File: config.mk
export PLATFORM = sky130hd
export DESIGN_NAME = debounce_multi
export DESIGN_NICKNAME = d
export VERILOG_FILES = /design/src/rtl/debounce_pkg.sv /design/src/rtl/debounce_ch.sv /design/src/rtl/debounce_multi.sv
export SDC_FILE = /design/constraint.sdc
export NUM_CORES = 1
export LEC_CHECK = 0
export BUFFER_PORTS_ARGS = -buffer_cell sky130_fd_sc_hd__buf_2
export CAP_MARGIN = 10
export CORE_MARGIN = 3
export CORE_UTILIZATION = 32
export DETAILED_ROUTE_END_ITERATION = 8
export MAX_ROUTING_LAYER = met4
export PLACE_DENSITY_LB_ADDON = 0.05
export SETUP_SLACK_MARGIN = 0.4
export SYNTH_ARGS = -nofsm -noshare
export SYNTH_HDL_FRONTEND = slang
export SYNTH_HIERARCHICAL = 1
export SYNTH_SLANG_ARGS = --single-unit
export TNS_END_PERCENT = 20
File: constraint.sdc
create_clock -name clk -period 4.6 [get_ports clk]
set_clock_uncertainty 0.05 [all_clocks]
set_input_delay 0.23 -clock clk [delete_from_list [all_inputs] [get_ports clk]]
set_output_delay 0.23 -clock clk [all_outputs]
set_load 0.05 [all_outputs]
File: src/rtl/debounce_pkg.sv
// Shared types and helpers for the multi-channel push-button debouncer.
// Holds the per-channel FSM encoding, a counter-width helper and the synchroniser idle value.
package debounce_pkg;

    typedef enum logic [2:0] {
        ST_RELEASED     = 3'd0,
        ST_PRESS_WAIT   = 3'd1,
        ST_PRESSED      = 3'd2,
        ST_LONG_HELD    = 3'd3,
        ST_RELEASE_WAIT = 3'd4
    } btn_state_e;

    // Value the synchronisers take in reset: button not pressed.
    localparam logic SYNC_INACTIVE = 1'b0;

    // Bits needed to hold values 0..n-1, never less than one.
    function automatic int cnt_width(input int n);
        return (n <= 2) ? 1 : $clog2(n);
    endfunction

endpackage

File: src/rtl/debounce_ch.sv
// One button channel: 2-FF synchroniser, stability/long-hold counters and the debounce FSM.
// The FSM only advances on prescaler ticks; all outputs are registered.
module debounce_ch
    import debounce_pkg::*;
#(
    parameter int STABLE_TICKS = 4,
    parameter int LONG_TICKS   = 200,
    parameter bit ACTIVE_LOW   = 1'b0
) (
    input  logic clk,
    input  logic rst,
    input  logic tick,
    input  logic raw,
    output logic level,
    output logic press,
    output logic rel,
    output logic long_hit
);

    localparam int SW = cnt_width(STABLE_TICKS + 1);
    localparam int LW = cnt_width(LONG_TICKS + 1);
    localparam logic [SW-1:0] STAB_LAST = SW'(STABLE_TICKS - 1);
    localparam logic [SW-1:0] STAB_ONE  = SW'(1);
    localparam logic [LW-1:0] LONG_LAST = LW'(LONG_TICKS - 1);
    localparam logic [LW-1:0] LONG_MAX  = LW'(LONG_TICKS);
    localparam bit            FAST      = (STABLE_TICKS == 1);

    logic sync_q1;
    logic s;

    // NOTE: non-blocking assignments keep the two flops as a real two-stage pipeline.
    always_ff @(posedge clk) begin
        if (rst) begin
            sync_q1 <= SYNC_INACTIVE;
            s       <= SYNC_INACTIVE;
        end else begin
            sync_q1 <= raw ^ ACTIVE_LOW;
            s       <= sync_q1;
        end
    end

    btn_state_e    state, state_d;
    logic [SW-1:0] stab_cnt, stab_d;
    logic [LW-1:0] long_cnt, long_d;
    logic          long_done, long_done_d;

    always_ff @(posedge clk) begin
        if (rst) begin
            state     <= ST_RELEASED;
            stab_cnt  <= '0;
            long_cnt  <= '0;
            long_done <= 1'b0;
        end else begin
            state     <= state_d;
            stab_cnt  <= stab_d;
            long_cnt  <= long_d;
            long_done <= long_done_d;
        end
    end

    // NOTE: every variable gets a default first so no path leaves it unassigned (no latch).
    always_comb begin
        state_d     = state;
        stab_d      = stab_cnt;
        long_d      = long_cnt;
        long_done_d = long_done;

        if (tick) begin
            // Hold time keeps accumulating while the debounced level is 1, saturating.
            if ((state inside {ST_PRESSED, ST_LONG_HELD, ST_RELEASE_WAIT}) &&
                (long_cnt != LONG_MAX)) begin
                long_d = long_cnt + 1'b1;
            end

            unique case (state)
                ST_RELEASED: begin
                    if (s) begin
                        if (FAST) begin
                            state_d = ST_PRESSED;
                            stab_d  = '0;
                            long_d  = '0;
                        end else begin
                            state_d = ST_PRESS_WAIT;
                            stab_d  = STAB_ONE;
                        end
                    end
                end

                ST_PRESS_WAIT: begin
                    if (!s) begin
                        state_d = ST_RELEASED;
                        stab_d  = '0;
                    end else if (stab_cnt == STAB_LAST) begin
                        state_d = ST_PRESSED;
                        stab_d  = '0;
                        long_d  = '0;
                    end else begin
                        stab_d = stab_cnt + 1'b1;
                    end
                end

                ST_PRESSED, ST_LONG_HELD: begin
                    if (!s) begin
                        if (FAST) begin
                            state_d     = ST_RELEASED;
                            stab_d      = '0;
                            long_done_d = 1'b0;
                        end else begin
                            state_d = ST_RELEASE_WAIT;
                            stab_d  = STAB_ONE;
                        end
                    end else if ((state == ST_PRESSED) && (long_cnt >= LONG_LAST)) begin
                        state_d     = ST_LONG_HELD;
                        long_done_d = 1'b1;
                    end
                end

                ST_RELEASE_WAIT: begin
                    if (s) begin
                        state_d = long_done ? ST_LONG_HELD : ST_PRESSED;
                        stab_d  = '0;
                    end else if (stab_cnt == STAB_LAST) begin
                        state_d     = ST_RELEASED;
                        stab_d      = '0;
                        long_done_d = 1'b0;
                    end else begin
                        stab_d = stab_cnt + 1'b1;
                    end
                end

                default: begin
                    state_d = ST_RELEASED;
                    stab_d  = '0;
                end
            endcase
        end
    end

    logic level_d, press_d, rel_d, long_hit_d;

    // Pulses are decoded from the transition the FSM is about to take.
    always_comb begin
        press_d    = (state inside {ST_RELEASED, ST_PRESS_WAIT}) && (state_d == ST_PRESSED);
        rel_d      = (state inside {ST_PRESSED, ST_LONG_HELD, ST_RELEASE_WAIT}) &&
                     (state_d == ST_RELEASED);
        long_hit_d = (state == ST_PRESSED) && (state_d == ST_LONG_HELD);
        level_d    = state_d inside {ST_PRESSED, ST_LONG_HELD, ST_RELEASE_WAIT};
    end

    always_ff @(posedge clk) begin
        if (rst) begin
            level    <= 1'b0;
            press    <= 1'b0;
            rel      <= 1'b0;
            long_hit <= 1'b0;
        end else begin
            level    <= level_d;
            press    <= press_d;
            rel      <= rel_d;
            long_hit <= long_hit_d;
        end
    end

endmodule

File: src/rtl/debounce_multi.sv
// Multi-channel push-button conditioner: one shared tick prescaler feeding CH independent
// debounce channels that report a clean level plus press, release and long-press pulses.
module debounce_multi
    import debounce_pkg::*;
#(
    parameter int CH           = 4,
    parameter int DIV_TIMES    = 100,
    parameter int STABLE_TICKS = 4,
    parameter int LONG_TICKS   = 200,
    parameter bit ACTIVE_LOW   = 1'b0
) (
    input  logic          clk,
    input  logic          rst,
    input  logic [CH-1:0] pb_in,
    output logic [CH-1:0] pb_level,
    output logic [CH-1:0] pb_press,
    output logic [CH-1:0] pb_release,
    output logic [CH-1:0] pb_long,
    output logic          tick
);

    localparam int PW = cnt_width(DIV_TIMES);
    localparam logic [PW-1:0] DIV_LAST = PW'(DIV_TIMES - 1);

    logic [PW-1:0] div_cnt;

    // Tick is an enable strobe for the channel FSMs, never used as a clock.
    always_ff @(posedge clk) begin
        if (rst) begin
            div_cnt <= '0;
        end else if (div_cnt == DIV_LAST) begin
            div_cnt <= '0;
        end else begin
            div_cnt <= div_cnt + 1'b1;
        end
    end

    assign tick = (div_cnt == DIV_LAST);

    for (genvar i = 0; i < CH; i++) begin : g_ch
        debounce_ch #(
            .STABLE_TICKS(STABLE_TICKS),
            .LONG_TICKS  (LONG_TICKS),
            .ACTIVE_LOW  (ACTIVE_LOW)
        ) u_ch (
            .clk     (clk),
            .rst     (rst),
            .tick    (tick),
            .raw     (pb_in[i]),
            .level   (pb_level[i]),
            .press   (pb_press[i]),
            .rel     (pb_release[i]),
            .long_hit(pb_long[i])
        );
    end

endmodule

Word-level counts from Yosys, hierarchy flattened --
Index checks and enable logic that the tools add are counted.
Word-level totals: input bits 6, flip-flop bits (word level) 91, bits in latches 0, memories 0, bits in writable memories 0, output and inout bits 17, ROM bits 0
Operators by class: magnitude comparators 4, reductions and logical operators 57, multipliers 0, shifts and indexed selects 0, bitwise operators 0, muxes and demuxes 100, eq/ne operators 61, $add $sub $neg 9, div/mod/pow operators 0
Operators by type and width (number):
- 3-bit two-way mux | 52
- 8-bit two-way mux | 16
- 3-bit case mux with 4 select lines | 8
- 3-bit by 2-bit == test with 1-bit output (second input constant) | 20
- 8-bit by 1-bit adder with 8-bit output (second input constant) | 4
- 8-bit greater-or-equal comparator (second input constant) | 4
- 8-bit != test (second input constant) | 4
- 3-bit == test (second input constant) | 8
- 3-bit zero test | 8
- 2-bit by 1-bit != test with 1-bit output (second input constant) | 12
- 2-bit != test (second input constant) | 12
- 6-bit AND reduction | 4
- 3-bit nonzero test | 8
- 1-bit logical AND | 20
- 1-bit two-way mux | 20
- 2-bit nonzero test | 8
- 3-bit by 1-bit adder with 3-bit output (second input constant) | 4
- 3-bit by 1-bit == test with 1-bit output (second input constant) | 4
- 3-bit AND reduction | 4
- 2-bit OR reduction | 5
- 1-bit case mux with 2 select lines | 4
- 7-bit by 1-bit adder with 7-bit output (second input constant) | 1
- 7-bit == test (second input constant) | 1

Depth between registers and ports, before layout --
depth in word-level cells 8, gate-level depth with buffers 8, gate-level depth less buffers 7

Modules after synthesis --
The synthesis kept the hierarchy.
Modules (own cells, without submodules):
- debounce_ch (g_ch[0].u_ch ...) | instances 3, cells each 132, area each 1141.1 sq um, seq. area each 420.4 sq um
- debounce_ch (g_ch[3].u_ch) | instances 1, cells each 133, area each 1168.6 sq um, seq. area each 420.4 sq um
- debounce_multi | instances 1, cells each 33, area each 306.5 sq um, seq. area each 140.1 sq um

Worst setup path after synthesis --
No wires, ideal clock.
path kind register to register, start point register div_cnt[0], end point register g_ch[3].u_ch.long_cnt[5], setup time 118 ps, slack 1619 ps, arrival 2813 ps, buffers on the path 2, stages on the path, launching flop included 9, path through dfxtp_1 ha_1 nand2b_1 nor2_1 buf_2 buf_1 o2111ai_1 xor2_1 nor2_1
On the way: cells in the longest elaborated chain, start to end 1
Ends and longest elaborated chain:
- start, declared | line debounce_multi.sv:25 | logic [PW-1:0] div_cnt;
- start signal, assigned | line debounce_multi.sv:34 | div_cnt <= div_cnt + 1'b1;
- 7-bit == test | line debounce_multi.sv:38 | assign tick = (div_cnt == DIV_LAST);
- via tick | line debounce_multi.sv:19 | output logic tick
- end signal, assigned | line debounce_ch.sv:56 | long_cnt <= long_d;
- end, declared | line debounce_ch.sv:44 | logic [LW-1:0] long_cnt, long_d;
The timed path passes the listed nets, and every way through them passes these cells. A chain may end at the register's enable or synchronous reset.

Worst setup path in the final report --
start point register div_cnt[0], end point register g_ch[0].u_ch.long_cnt[3]
On the way: cells in the longest elaborated chain, start to end 1
Ends and longest elaborated chain (line):
- 7-bit == test | debounce_multi.sv:38
- end signal, assigned | debounce_ch.sv:56
- end, declared | debounce_ch.sv:44
No other way between the ends.

==> metrics <==
outcome=finished clean; syn_area_per_cell=8.716 sq um; layer with the highest usage=met2; Max VDD drop=0.0001690 V; P_sw=342.2 uW; DRT iter0 DRCs=254; WS Path Type=flip-flop to flip-flop; Max-Cap Viols=0; #FFs+latches synth=91; die span in x=129.7 um; Antenna Cells=0; Max Root-Sink Buffers=2; Min-Delay Path Class=primary input to flip-flop; top cells by count, synth=dfxtp_1, nor2_1, o21ai_0, a21oi_1, nand2_1; largest net degree at the start of global routing=41; Clk pwr share=47.8%; Row Count=44; Worst slew margin=52.52%; routability cong.=0.7975; Post-synth EDFFs=0; most common cell in the netlist=dfxtp_1; syn_nets=582; endpoints failing setup=0; Mapped Cells=562; Internal=1272 uW; Slew Limit Fails=0; I/O Buffers=22; Synth top area share=37.19%; remaining antenna violation count=0; Worst Path Buf+Inv=1; asr flop ratio synth=0%; die area=16,830 sq um; dpl hpwl=7100 um; nets=587; first-pass GRT wire length=18,480 um; crit-path leading delay family=simple AND/OR/NAND/NOR gates; WL/cell=14.09 um; 1st-pass router iterations=5; DR vias/cell=5.450; cts hold-fix bufs=0; CTS tree=done; combinational group share of total power=2.6%; launch point of the worst path=div_cnt[0]; # IOs=23; sequential area share after synthesis=37.19%; die span in y=129.7 um; M1 GR Usage=18.83%; WP data arrival=2.73 ns; Critical Path, Cell by Cell=ha_1 -> nand2b_1 -> nor2_4 -> buf_12 -> o41ai_2 -> or4_1 -> a21oi_1; Setup TNS=0 ns; crit end category=flip-flop; CP max FO=34; CP max stage delay=0.59 ns; synth top area cells=dfxtp_1, ha_1, nor2_1; met3 usage=2.333%; H-tree depth=3; FF-to-FF Start=div_cnt[0]; Setup Buffers After CTS=0; insertion delay to the later sink of the worst-skew pair=0.34 ns; HP Start=pb_in[3]; root buf cell=clkbuf_16; Flop pwr share=49.5%; Least-Margin Pin Slew=0.7106 ns; antenna violations before repair=0; Period minus WS final=2.508 ns; period utilization=54.52%; CTS clk-pin slew, worst paths=0.06 ns; number of global-route vias before repair=3,824; Cell Pwr Density=296.3 nW/um^2; routed wire length=10,640 um; top_reg_cell synth=dfxtp_1; met2 global-route usage=19.81%; Syn. warnings=6; Data required, critical path=4.83 ns; number of clock sinks=91; area growth from synthesis to layout=11.21%; Final Util=36.92%; gr ovfl total=0; Setup crit start kind=flip-flop; drt drc=0; Fmax achieved=0.3987 GHz; GRT Total Usage=13.69%; leakage=0.001928 uW; via count=4,115; share of post-route cells with drive strength above 1=13.13%; Initial Utilization=33.20%; core footprint=14,750 sq um; Slowest cell on crit path=nor2_4; Fillers=1,499; switch share=21.20%; Netlist cell types=75; post-synth top area cell=dfxtp_1; RSZ-0062 raised after global routing=no; Synth Cell Area=4898 sq um; hold violation count in the final report=0; post-CTS resize count=0; CTS Buf Count=9
==> cells in the final DEF (no fill, tap or decap), drive strengths merged, types with 3 or more instances in the layout <==
cell	n
dfxtp	91
nor2	48
o21ai	34
nand2	29
a21oi	29
inv	26
buf	24
nand2b	23
nand3	21
xor2	18
nor2b	18
a311oi	17
ha	14
clkbuf	12
and3	11
o211ai	10
o2111ai	10
nand4	9
o31ai	9
and2b	9
nor3	7
and4	7
or3b	6
or4	6
a2111oi	6
and2	5
a31oi	5
a211oi	5
nor3b	5
a31o	4
o41ai	4
o41a	3
a21boi	3
a22o	3
mux2i	3
o32a	3
nand3b	3
o31a	3
a211o	3
or3	3
==> kinds of logic after synthesis <==
kind of cell             share of synthesized area, %
AO/OA/AOI/OAI                                   24.55
XOR/XNOR                                        3.397
adder cells (fa/ha/maj)                         3.576
buffers and inverters                           4.827
flip-flops                                      37.19
multiplexers                                   0.6131
AND/OR/NAND/NOR                                 25.85
==> power by group through the flow <==
stage          logic (uW)  registers, uW  clock network [uW]
2_1_floorplan        33.0            814                   0
3_3_place_gp         43.4            817                   0
3_5_place_dp         43.3            817                   0
4_1_cts              43.4            799                 808
5_1_grt              48.3            800                 837
6_report             42.6            800                 772
==> through the flow <==
step	cells	hold WS (ns)	cell area [sq um]	setup WS (ns)	total power, uW
after floorplan	562	0.2560	4898	1.619	846.7
after global placement	740	0.3670	5135	2.117	860.7
after detailed placement	740	0.3742	5135	2.065	860.7
after CTS	755	0.03065	5448	2.060	1651
after global routing	755	0.06447	5448	1.864	1685
final	755	0.05303	5448	2.092	1614
==> worst paths after layout <==
path | cells past startpoint | slack [ns] | endpoint
worst max-delay path | 7 | 2.09 | g_ch[0].u_ch/long_cnt[3]
worst min-delay path | 2 | 0.05 | g_ch[3].u_ch/sync_q1
worst min register to register | 1 | 0.39 | g_ch[1].u_ch/s
worst max register to register | 7 | 2.09 | g_ch[0].u_ch/long_cnt[3]
==> area by class of cell <==
cell class                      count  area, sq um  share of cell area [%]
Sequential cell                    91         1822                   33.44
Clock buffer                       12        266.5                   4.892
Multi-Input combinational cell    415         2848                   52.27
Clock inverter                      3        46.29                  0.8498
Inverter                           26        97.59                   1.791
Tap cell                          184        230.2                   4.226
Timing Repair Buffer               24        137.6                   2.526
==> registers in the layout (all words and copies together) (netlist names) <==
| name | count |
|---|---|
| g_ch.u_ch/long_cnt | 32 |
| g_ch.u_ch/stab_cnt | 12 |
| g_ch.u_ch/state | 12 |
| div_cnt | 7 |
| g_ch.u_ch/level | 4 |
| g_ch.u_ch/long_done | 4 |
| g_ch.u_ch/long_hit | 4 |
| g_ch.u_ch/press | 4 |
| g_ch.u_ch/rel | 4 |
| g_ch.u_ch/s | 4 |
| g_ch.u_ch/sync_q1 | 4 |
==> per-layer routing <==
layer  vias up  share of wire, %
met1      1952                51
met3        12               2.8
met2        56                44
met5         -                 0
met4         0               1.8
li1       2095                 -
Power figures use the tool's default switching activity.
